### src/rtl/axil_config_master.sv
// AXI4-Lite initiator: turns a single-command stream into register writes/reads
// on a configuration slave, one transaction outstanding, with response timeout.
module axil_config_master #(
  parameter int AXI_ADDR_BITS  = 32,
  parameter int AXIL_DATA_BITS = 64,
  parameter int ADDR_LSB       = $clog2(AXIL_DATA_BITS/8),
  parameter int TIMEOUT_CYCLES = 1024,
  parameter int STALE_CNT_BITS = 16
) (
  input  logic                          clk,
  input  logic                          rst_n,
  input  logic                          cmd_valid,
  output logic                          cmd_ready,
  input  logic                          cmd_write,
  input  logic [AXI_ADDR_BITS-ADDR_LSB-1:0] cmd_addr,
  input  logic [AXIL_DATA_BITS-1:0]     cmd_data,
  input  logic [AXIL_DATA_BITS/8-1:0]   cmd_strb,
  output logic                          rsp_valid,
  input  logic                          rsp_ready,
  output logic [AXIL_DATA_BITS-1:0]     rsp_data,
  output logic [1:0]                    rsp_resp,
  output logic                          rsp_timeout,
  output logic [STALE_CNT_BITS-1:0]     stale_cnt,
  output logic [AXI_ADDR_BITS-1:0]      axi_ctrl_awaddr,
  output logic [2:0]                    axi_ctrl_awprot,
  output logic                          axi_ctrl_awvalid,
  input  logic                          axi_ctrl_awready,
  output logic [AXIL_DATA_BITS-1:0]     axi_ctrl_wdata,
  output logic [AXIL_DATA_BITS/8-1:0]   axi_ctrl_wstrb,
  output logic                          axi_ctrl_wvalid,
  input  logic                          axi_ctrl_wready,
  input  logic [1:0]                    axi_ctrl_bresp,
  input  logic                          axi_ctrl_bvalid,
  output logic                          axi_ctrl_bready,
  output logic [AXI_ADDR_BITS-1:0]      axi_ctrl_araddr,
  output logic [2:0]                    axi_ctrl_arprot,
  output logic                          axi_ctrl_arvalid,
  input  logic                          axi_ctrl_arready,
  input  logic [AXIL_DATA_BITS-1:0]     axi_ctrl_rdata,
  input  logic [1:0]                    axi_ctrl_rresp,
  input  logic                          axi_ctrl_rvalid,
  output logic                          axi_ctrl_rready
);

  localparam int TO_BITS = (TIMEOUT_CYCLES > 2) ? $clog2(TIMEOUT_CYCLES) : 1;
  // The counter hits TIMEOUT_CYCLES-1 on the edge that moves us into RESP.
  localparam logic [TO_BITS-1:0] TO_LAST = TO_BITS'((TIMEOUT_CYCLES >= 2) ? (TIMEOUT_CYCLES - 2) : 0);

  typedef enum logic [2:0] {
    IDLE    = 3'd0,
    WR_REQ  = 3'd1,
    WR_RESP = 3'd2,
    RD_REQ  = 3'd3,
    RD_DATA = 3'd4,
    RESP    = 3'd5
  } state_t;

  state_t                      state_r, state_nxt_s;
  logic                        cmd_ready_r, cmd_ready_nxt_s;
  logic                        rsp_valid_r, rsp_valid_nxt_s;
  logic                        awvalid_r, awvalid_nxt_s;
  logic                        wvalid_r, wvalid_nxt_s;
  logic                        arvalid_r, arvalid_nxt_s;
  logic                        ready_r;
  logic                        got_r, got_nxt_s;
  logic [TO_BITS-1:0]          to_cnt_r, to_cnt_nxt_s;
  logic [AXI_ADDR_BITS-1:0]    addr_r, addr_nxt_s;
  logic [AXIL_DATA_BITS-1:0]   data_r, data_nxt_s;
  logic [AXIL_DATA_BITS/8-1:0] strb_r, strb_nxt_s;
  logic [AXIL_DATA_BITS-1:0]   rsp_data_r, rsp_data_nxt_s;
  logic [1:0]                  rsp_resp_r, rsp_resp_nxt_s;
  logic                        rsp_timeout_r, rsp_timeout_nxt_s;
  logic [STALE_CNT_BITS-1:0]   stale_r, stale_nxt_s;
  logic [STALE_CNT_BITS:0]     stale_sum_s;
  logic [1:0]                  stale_inc_s;

  logic cmd_hs_s, wr_last_s, ar_hs_s, b_take_s, r_take_s, timeout_s, b_stale_s, r_stale_s;

  assign cmd_hs_s  = (state_r == IDLE) && cmd_ready_r && cmd_valid;
  assign wr_last_s = (state_r == WR_REQ) && (!awvalid_r || axi_ctrl_awready) && (!wvalid_r || axi_ctrl_wready);
  assign ar_hs_s   = arvalid_r && axi_ctrl_arready;
  // got_r remembers a response that arrived together with the final request handshake.
  assign b_take_s  = axi_ctrl_bvalid && ready_r && !got_r && (wr_last_s || (state_r == WR_RESP));
  assign r_take_s  = axi_ctrl_rvalid && ready_r && !got_r && (((state_r == RD_REQ) && ar_hs_s) || (state_r == RD_DATA));
  assign timeout_s = (TIMEOUT_CYCLES != 0) && (to_cnt_r == TO_LAST);
  assign b_stale_s = axi_ctrl_bvalid && ready_r && (state_r != WR_REQ) && (state_r != WR_RESP);
  assign r_stale_s = axi_ctrl_rvalid && ready_r && (state_r != RD_REQ) && (state_r != RD_DATA);

  assign stale_inc_s = {1'b0, b_stale_s} + {1'b0, r_stale_s};
  assign stale_sum_s = {1'b0, stale_r} + {{(STALE_CNT_BITS-1){1'b0}}, stale_inc_s};
  assign stale_nxt_s = stale_sum_s[STALE_CNT_BITS] ? {STALE_CNT_BITS{1'b1}} : stale_sum_s[STALE_CNT_BITS-1:0];

  // State and output registers.
  always_ff @(posedge clk) begin
    if (!rst_n) begin
      state_r       <= IDLE;
      cmd_ready_r   <= 1'b0;
      rsp_valid_r   <= 1'b0;
      awvalid_r     <= 1'b0;
      wvalid_r      <= 1'b0;
      arvalid_r     <= 1'b0;
      ready_r       <= 1'b0;
      got_r         <= 1'b0;
      to_cnt_r      <= {TO_BITS{1'b0}};
      addr_r        <= {AXI_ADDR_BITS{1'b0}};
      data_r        <= {AXIL_DATA_BITS{1'b0}};
      strb_r        <= {(AXIL_DATA_BITS/8){1'b0}};
      rsp_data_r    <= {AXIL_DATA_BITS{1'b0}};
      rsp_resp_r    <= 2'b00;
      rsp_timeout_r <= 1'b0;
      stale_r       <= {STALE_CNT_BITS{1'b0}};
    end else begin
      state_r       <= state_nxt_s;
      cmd_ready_r   <= cmd_ready_nxt_s;
      rsp_valid_r   <= rsp_valid_nxt_s;
      awvalid_r     <= awvalid_nxt_s;
      wvalid_r      <= wvalid_nxt_s;
      arvalid_r     <= arvalid_nxt_s;
      ready_r       <= 1'b1;
      got_r         <= got_nxt_s;
      to_cnt_r      <= to_cnt_nxt_s;
      addr_r        <= addr_nxt_s;
      data_r        <= data_nxt_s;
      strb_r        <= strb_nxt_s;
      rsp_data_r    <= rsp_data_nxt_s;
      rsp_resp_r    <= rsp_resp_nxt_s;
      rsp_timeout_r <= rsp_timeout_nxt_s;
      stale_r       <= stale_nxt_s;
    end
  end

  // Next-state decode.
  always_comb begin
    state_nxt_s = state_r;
    case (state_r)
      IDLE: begin
        if (cmd_hs_s) state_nxt_s = cmd_write ? WR_REQ : RD_REQ;
        else          state_nxt_s = IDLE;
      end
      WR_REQ: begin
        if (wr_last_s) state_nxt_s = WR_RESP;
        else           state_nxt_s = WR_REQ;
      end
      WR_RESP: begin
        if (got_r || b_take_s || timeout_s) state_nxt_s = RESP;
        else                                state_nxt_s = WR_RESP;
      end
      RD_REQ: begin
        if (ar_hs_s) state_nxt_s = RD_DATA;
        else         state_nxt_s = RD_REQ;
      end
      RD_DATA: begin
        if (got_r || r_take_s || timeout_s) state_nxt_s = RESP;
        else                                state_nxt_s = RD_DATA;
      end
      RESP: begin
        if (rsp_valid_r && rsp_ready) state_nxt_s = IDLE;
        else                          state_nxt_s = RESP;
      end
      default: state_nxt_s = IDLE;
    endcase
  end

  // Output/datapath next values; the first cycle of IDLE and RESP is a bubble.
  always_comb begin
    cmd_ready_nxt_s   = (state_r == IDLE) && (state_nxt_s == IDLE);
    rsp_valid_nxt_s   = (state_r == RESP) && (state_nxt_s == RESP);
    awvalid_nxt_s     = awvalid_r;
    wvalid_nxt_s      = wvalid_r;
    arvalid_nxt_s     = arvalid_r;
    got_nxt_s         = got_r;
    to_cnt_nxt_s      = to_cnt_r;
    addr_nxt_s        = addr_r;
    data_nxt_s        = data_r;
    strb_nxt_s        = strb_r;
    rsp_data_nxt_s    = rsp_data_r;
    rsp_resp_nxt_s    = rsp_resp_r;
    rsp_timeout_nxt_s = rsp_timeout_r;
    case (state_r)
      IDLE: begin
        got_nxt_s = 1'b0;
        if (cmd_hs_s) begin
          addr_nxt_s    = {cmd_addr, {ADDR_LSB{1'b0}}};
          data_nxt_s    = cmd_data;
          strb_nxt_s    = cmd_strb;
          awvalid_nxt_s = cmd_write;
          wvalid_nxt_s  = cmd_write;
          arvalid_nxt_s = !cmd_write;
        end else begin
          addr_nxt_s = addr_r;
        end
      end
      WR_REQ: begin
        to_cnt_nxt_s  = {TO_BITS{1'b0}};
        awvalid_nxt_s = awvalid_r && !axi_ctrl_awready;
        wvalid_nxt_s  = wvalid_r && !axi_ctrl_wready;
        if (b_take_s) begin
          rsp_data_nxt_s    = {AXIL_DATA_BITS{1'b0}};
          rsp_resp_nxt_s    = axi_ctrl_bresp;
          rsp_timeout_nxt_s = 1'b0;
          got_nxt_s         = 1'b1;
        end else begin
          got_nxt_s = got_r;
        end
      end
      WR_RESP: begin
        if (got_r) begin
          to_cnt_nxt_s = to_cnt_r;
        end else if (b_take_s) begin
          rsp_data_nxt_s    = {AXIL_DATA_BITS{1'b0}};
          rsp_resp_nxt_s    = axi_ctrl_bresp;
          rsp_timeout_nxt_s = 1'b0;
        end else if (timeout_s) begin
          rsp_data_nxt_s    = {AXIL_DATA_BITS{1'b0}};
          rsp_resp_nxt_s    = 2'b10;
          rsp_timeout_nxt_s = 1'b1;
        end else begin
          to_cnt_nxt_s = to_cnt_r + 1'b1;
        end
      end
      RD_REQ: begin
        to_cnt_nxt_s  = {TO_BITS{1'b0}};
        arvalid_nxt_s = arvalid_r && !axi_ctrl_arready;
        if (r_take_s) begin
          rsp_data_nxt_s    = axi_ctrl_rdata;
          rsp_resp_nxt_s    = axi_ctrl_rresp;
          rsp_timeout_nxt_s = 1'b0;
          got_nxt_s         = 1'b1;
        end else begin
          got_nxt_s = got_r;
        end
      end
      RD_DATA: begin
        if (got_r) begin
          to_cnt_nxt_s = to_cnt_r;
        end else if (r_take_s) begin
          rsp_data_nxt_s    = axi_ctrl_rdata;
          rsp_resp_nxt_s    = axi_ctrl_rresp;
          rsp_timeout_nxt_s = 1'b0;
        end else if (timeout_s) begin
          rsp_data_nxt_s    = {AXIL_DATA_BITS{1'b0}};
          rsp_resp_nxt_s    = 2'b10;
          rsp_timeout_nxt_s = 1'b1;
        end else begin
          to_cnt_nxt_s = to_cnt_r + 1'b1;
        end
      end
      RESP: begin
        got_nxt_s = got_r;
      end
      default: begin
        got_nxt_s = 1'b0;
      end
    endcase
  end

  assign cmd_ready        = cmd_ready_r;
  assign rsp_valid        = rsp_valid_r;
  assign rsp_data         = rsp_data_r;
  assign rsp_resp         = rsp_resp_r;
  assign rsp_timeout      = rsp_timeout_r;
  assign stale_cnt        = stale_r;
  assign axi_ctrl_awaddr  = addr_r;
  assign axi_ctrl_araddr  = addr_r;
  assign axi_ctrl_awprot  = 3'b000;
  assign axi_ctrl_arprot  = 3'b000;
  assign axi_ctrl_awvalid = awvalid_r;
  assign axi_ctrl_wvalid  = wvalid_r;
  assign axi_ctrl_arvalid = arvalid_r;
  assign axi_ctrl_wdata   = data_r;
  assign axi_ctrl_wstrb   = strb_r;
  assign axi_ctrl_bready  = ready_r;
  assign axi_ctrl_rready  = ready_r;

endmodule

### config.mk
export PLATFORM = sky130hd
export DESIGN_NAME = axil_config_master
export DESIGN_NICKNAME = d
export VERILOG_FILES = /design/src/rtl/axil_config_master.sv
export SDC_FILE = /design/constraint.sdc
export NUM_CORES = 1
export LEC_CHECK = 0
export CELL_PAD_IN_SITES_DETAIL_PLACEMENT = 0
export CELL_PAD_IN_SITES_GLOBAL_PLACEMENT = 1
export CORE_MARGIN = 2
export CORE_UTILIZATION = 25
export DETAILED_ROUTE_END_ITERATION = 7
export GPL_TIMING_DRIVEN = 0
export HOLD_SLACK_MARGIN = 0.08
export PLACE_DENSITY = 0.76
export SLEW_MARGIN = 20
export SYNTH_ARGS = -nofsm -noshare
export SYNTH_HDL_FRONTEND = slang
export SYNTH_SLANG_ARGS = --single-unit
export TNS_END_PERCENT = 5
### constraint.sdc
create_clock -name clk -period 2.4 [get_ports clk]
set_input_delay 0.36 -clock clk [delete_from_list [all_inputs] [get_ports clk]]
set_output_delay 0.36 -clock clk [all_outputs]
set_load 0.02 [all_outputs]
# After elaboration in Yosys (flattened, before gate mapping)
# Cells that the tools add are included.
classes:
  n_reduce_logical: 51
  mux: 48
  n_bitwise: 1
  addsub: 3
  n_eq_ne: 18
ops:
  columns: ["cell", "count"]
  rows:
  - ["$mux 64", 7]
  - ["$pmux 64 s4", 1]
  - ["$mux 10", 5]
  - ["$pmux 10 s3", 1]
  - ["$logic_and 1x1->1", 22]
  - ["$mux 2", 10]
  - ["$pmux 3 s6", 1]
  - ["$add 16x2->17", 1]
  - ["$mux 16", 1]
  - ["$ne 2x2->1 const B", 7]
  - ["$mux 1", 13]
  - ["$add 10x1->10 const B", 1]
  - ["$eq 10x10->1 const B", 1]
  - ["$reduce_and 5->1", 2]
  - ["$eq 3x3->1 const B", 3]
  - ["$mux 3", 3]
  - ["$logic_or 1x1->1", 8]
  - ["$pmux 2 s4", 1]
  - ["$logic_not 1->1", 7]
  - ["$eq 3x2->1 const B", 2]
  - ["$logic_not 3->1", 2]
  - ["$ne 3x2->1 const B", 2]
  - ["$pmux 1 s2", 3]
  - ["$reduce_and 2->1", 3]
  - ["other kinds (13)", 14]
word_totals:
  output_inout_bits: 232
  register_bits: 204
  wordCells: 137
  inputBits: 179

# Longest topological paths before layout
logic_depth:
  ltp_word: 12
  mapped_depth: 10
  depth_no_buf: 9

# Worst setup path after synthesis
# Ideal clock, no wire load.
synth_path:
  path_type: "reg-to-reg"
  from: "register state_r[2]"
  to: "register stale_r[13] (netlist: stale_cnt[13])"
  path_stages_with_launch: 11
  path_slack_ps: -140
  required_time_ps: 2268
  t_arrival_ps: 2408
  setup_time_ps: 132
  path_buffers: 2
  period_less_slack_ps: 2540
  path_cell_list: "dfxtp_1 buf_2 nor3b_1 nor3_1 fa_1 ha_1 and3_1 nand3_1 or3_1 clkbuf_1 a21oi_1"
synth_between:
  elab_chain_cells: 6
synth_lines:
  columns: ["element", "line", "rtl"]
  rows:
  - ["start, declared", "58", "state_t state_r, state_nxt_s;"]
  - ["start signal, assigned", "113", "state_r <= state_nxt_s;"]
  - ["$ne 3x1->1 or $ne 3x2->1 (tied branches)", "86, 87", null]
  - ["$logic_and 1x1->1, on equally long branches (2 in a row)", "86, 87", null]
  - ["$add 1x1->2 (*)", "89", "assign stale_inc_s = {1'b0, b_stale_s} + {1'b0, r_stale_s};"]
  - ["$add 16x2->17 (*)", "90", "assign stale_sum_s = {1'b0, stale_r} + {{(STALE_CNT_BITS-1){1'b0}}, stale_inc_s};"]
  - ["$mux 16 (*)", "91", "assign stale_nxt_s = stale_sum_s[STALE_CNT_BITS] ? {STALE_CNT_BITS{1'b1}} : stale_sum_s[STALE_CNT_BITS-1:0];"]
  - ["end signal, assigned", "111", "stale_r <= {STALE_CNT_BITS{1'b0}};"]
  - ["end signal, assigned", "128", "stale_r <= stale_nxt_s;"]
  - ["end, declared", "73", "logic [STALE_CNT_BITS-1:0] stale_r, stale_nxt_s;"]
# Mark *: on every way between the ends. The rest lies on a longest branch, timed or not.
# A chain may end at the register's enable or synchronous reset.

# Worst setup path in the final report
layout_path:
  from: "register state_r[2]"
  to: "register stale_r[14] (netlist: stale_cnt[14])"
# The elaborated chain is that of the path after synthesis.

==> flow_summary.json <==
{
  "status": "complete, no violations",
  "cp-start-kind": "flip-flop",
  "holdBufCountCts": 0,
  "cp-end-kind": "flip-flop",
  "synth_edf_count": 0,
  "wire_per_inst_um": 16.0,
  "antennaDiodeCount": 0,
  "clockBufferDepth": 3,
  "grt_overflow": 0,
  "post-route-min-period_ns": 2.33,
  "synth_compound_gate_area_share_pct": 20.0,
  "clkPwrFrac_pct": 35.1,
  "seq_power_share_pct": 36.7,
  "synthXorXnorAreaFrac_pct": 1.02,
  "start_util_pct": 25.3,
  "drive_gt1_share_pct": 10.4,
  "p_sw_share_pct": 30.8,
  "first_iter_violations": 359,
  "drc": 0,
  "synthToLayoutAreaGrowth_pct": 70.9,
  "yosys.area_share.simple_pct": 17.1,
  "slew_headroom_pct": 57.0,
  "power_frac_comb_pct": 28.2,
  "synth_top_family_by_area": "compound AO/OA/AOI/OAI gates",
  "fp.dieH_um": 180,
  "route.detailed.vias_per_inst": 4.50,
  "crit_arrival_ns": 2.78,
  "boundaryPins": 411,
  "post-dp-hpwl_mm": 20.7,
  "cp_data_required_time_ns": 2.85,
  "synth_cells": 869,
  "critPathMaxFanout": 10,
  "p_leak_nw": 4.85,
  "first_global_vias": 7400,
  "hold_viol": 0,
  "antenna_found_initial": 0,
  "ys_ff_latch": 204,
  "fillers": 3014,
  "drv_cap": 0,
  "synthMuxAreaShare_pct": 0.146,
  "finalClockSkew_ns": 0.0136,
  "coreArea_mm2": 0.0305,
  "num_vias": 7735,
  "antenna_left": 0,
  "period_share_pct": 97.3,
  "multi_input_area_mm2": 0.00317,
  "synthAdderAreaFrac_pct": 0.745,
  "seqCellArea_mm2": 0.00409,
  "crit_type": "reg -> reg",
  "rsz0062_at_grt": "yes",
  "post_synth.cell_area_avg_um2": 8.89,
  "ys_warn_count": 0,
  "fin_area_mm2": 0.0132,
  "ctsRootBufferMaster": "clkbuf_16",
  "htreeDepth": 1,
  "cts_sinks": 204,
  "drt_wl_total_mm": 27.6,
  "fmax_mhz": 428,
  "ys.flop_type": "dfxtp_1",
  "synth_area_mm2": 0.00772,
  "hold_class": "in -> reg",
  "grt_start_max_net_pins": 13,
  "seq_area_frac_synth_pct": 52.9,
  "port_buffers": 398,
  "clk_latency_ns": 0.52,
  "powerDensity_mw_per_mm2": 810,
  "grt_pass1_wl_mm": 42.4,
  "peakVddDrop_v": 0.000486,
  "finalSetupViolCount": 0,
  "firstDrtPassIters": 4,
  "ys_async_sr_fraction_pct": 0,
  "dieArea_mm2": 0.0323,
  "p_total_mw": 10.7,
  "placed_area_mm2": 0.0123,
  "cts_tree": "done",
  "tightest_slew_ns": 0.645,
  "fp-row-count": 64,
  "globalplace.congestion": 0.819,
  "synthDistinctLibCells": 55,
  "layout.nets": 1488,
  "numCtsBuffers": 25,
  "clkTransAtPathRegs_ns": 0.06,
  "grtUsageTotal_pct": 16.0,
  "p_int_mw": 7.40,
  "p_switching_mw": 3.30,
  "fp.dieW_um": 180,
  "drv_slew": 0
}
==> metal layers <==
| metal | track usage, % | wire, µm | up-vias |
|---|---|---|---|
| met5 | 0 | 0 | - |
| met4 | 4.29 | 729 | 0 |
| met3 | 5.04 | 2350 | 47 |
| met2 | 27.3 | 13000 | 304 |
| met1 | 19.5 | 11500 | 3553 |
| li1 | - | - | 3831 |
==> path summary, 6_finish.rpt <==
kind | from | end | slack, ns | depth (start not counted)
worst min register to register | axi_ctrl_wdata[2] | axi_ctrl_wdata[2] | 0.45 | 2
worst max register to register | state_r[2] | stale_cnt[14] | 0.07 | 10
worst max-delay path | state_r[2] | stale_cnt[14] | 0.07 | 10
worst min-delay path | rst_n | axi_ctrl_bready | 0.34 | 1
==> what timing repair did <==
action | CTS | global route
buffers inserted | 0 | 0
pin swaps | 1 | 0
endpoints found under the setup margin | 16 | 136
gates resized for setup | 11 | 25
gates cloned | 1 | 0
==> worst max-delay path, stage by stage (launching register included) <==
cell	delay, ns
dfxtp_1	0.34
buf_4	0.18
nor3b_2	0.36
nor3_4	0.09
fa_2	0.39
ha_1	0.22
and3_4	0.18
nand3_4	0.14
nor2_1	0.07
and4b_1	0.19
nor3_1	0.11
==> placed cells by master, fill, tap and decap left out, drive strengths merged, types with 7 or more instances in the layout <==
| cell type | instances |
|---|---|
| nor2 | 17 |
| nor3 | 12 |
| nand3 | 14 |
| conb | 12 |
| dfxtp | 204 |
| clkbuf | 69 |
| o21ai | 10 |
| nand2 | 222 |
| buf | 67 |
| a22o | 64 |
| inv | 7 |
| clkdlybuf4s50 | 398 |
| a21oi | 132 |
| or3 | 7 |
==> power groups by stage <==
| stage | clock [mW] | sequential, mW | combinational (mW) |
|---|---|---|---|
| global route | 4.04 | 3.97 | 3.28 |
| CTS | 3.92 | 3.92 | 3.04 |
| global placement | 0 | 3.98 | 3.00 |
| floorplan | 0 | 4.33 | 1.24 |
| finish | 3.76 | 3.92 | 3.02 |
| detailed placement | 0 | 3.99 | 3.01 |
==> Yosys cell counts (all sizes together) (3+ instances only) <==
| master | number | share of area, % |
|---|---|---|
| a211oi | 3 | 0.29 |
| a21oi | 132 | 8.6 |
| a22o | 64 | 7.3 |
| a31oi | 3 | 0.24 |
| and3 | 5 | 0.41 |
| and4 | 6 | 0.71 |
| buf | 70 | 6.2 |
| clkbuf | 32 | 1.6 |
| dfxtp | 204 | 53 |
| ha | 3 | 0.49 |
| inv | 5 | 0.24 |
| nand2 | 222 | 11 |
| nand3 | 14 | 0.91 |
| nand4 | 4 | 0.32 |
| nor2 | 17 | 0.83 |
| nor2b | 3 | 0.24 |
| nor3 | 12 | 0.78 |
| nor3b | 3 | 0.36 |
| o211a | 3 | 0.39 |
| o21a | 5 | 0.49 |
| o21ai | 10 | 0.65 |
| o31ai | 4 | 0.39 |
| or3 | 6 | 0.49 |
| or4 | 3 | 0.29 |
| xnor2 | 5 | 0.57 |
| xor2 | 4 | 0.45 |
==> through the flow <==
step / utilization, % / setup TNS [ns] / hold WS, ns / setup slack, ns / cells
after floorplan: - / 0 / 0.388 / 0.0166 / 880
after global placement: 40.2 / -42.72 / 0.441 / -0.790 / 1674
after detailed placement: 40.2 / -43.27 / 0.447 / -0.810 / 1674
after CTS: 43.0 / 0 / 0.315 / 0.0127 / 1718
after global routing: 43.3 / -0.140 / 0.328 / -0.0353 / 1718
final: 43.3 / 0 / 0.338 / 0.0651 / 1718
==> logic make-up after synthesis <==
family,Yosys count
and+or+nand+nor,305
AOI/OAI and AO/OA,238
DFF,204
buffers and inverters,107
xor gates and xnor gates,9
adders and majority gates,4
other,1
muxes,1
==> state kept, by name, summed over array words and instances, names as in the netlist, 2 cells and up <==
register	cells
axi_ctrl_araddr	29
to_cnt_r	10
rsp_data	64
state_r	3
stale_cnt	16
rsp_resp	2
axi_ctrl_wstrb	8
axi_ctrl_wdata	64
==> layout make-up <==
class | count | share of cell area (%)
Tap cell | 396 | 3.75
Clock buffer | 35 | 5.71
Buffer | 101 | 4.67
Multi-Input combinational cell | 570 | 24.0
Timing Repair Buffer | 398 | 30.2
Clock inverter | 9 | 0.588
Sequential cell | 204 | 31.0
Inverter | 5 | 0.142
No activity file was read; power rests on OpenSTA's default activity.
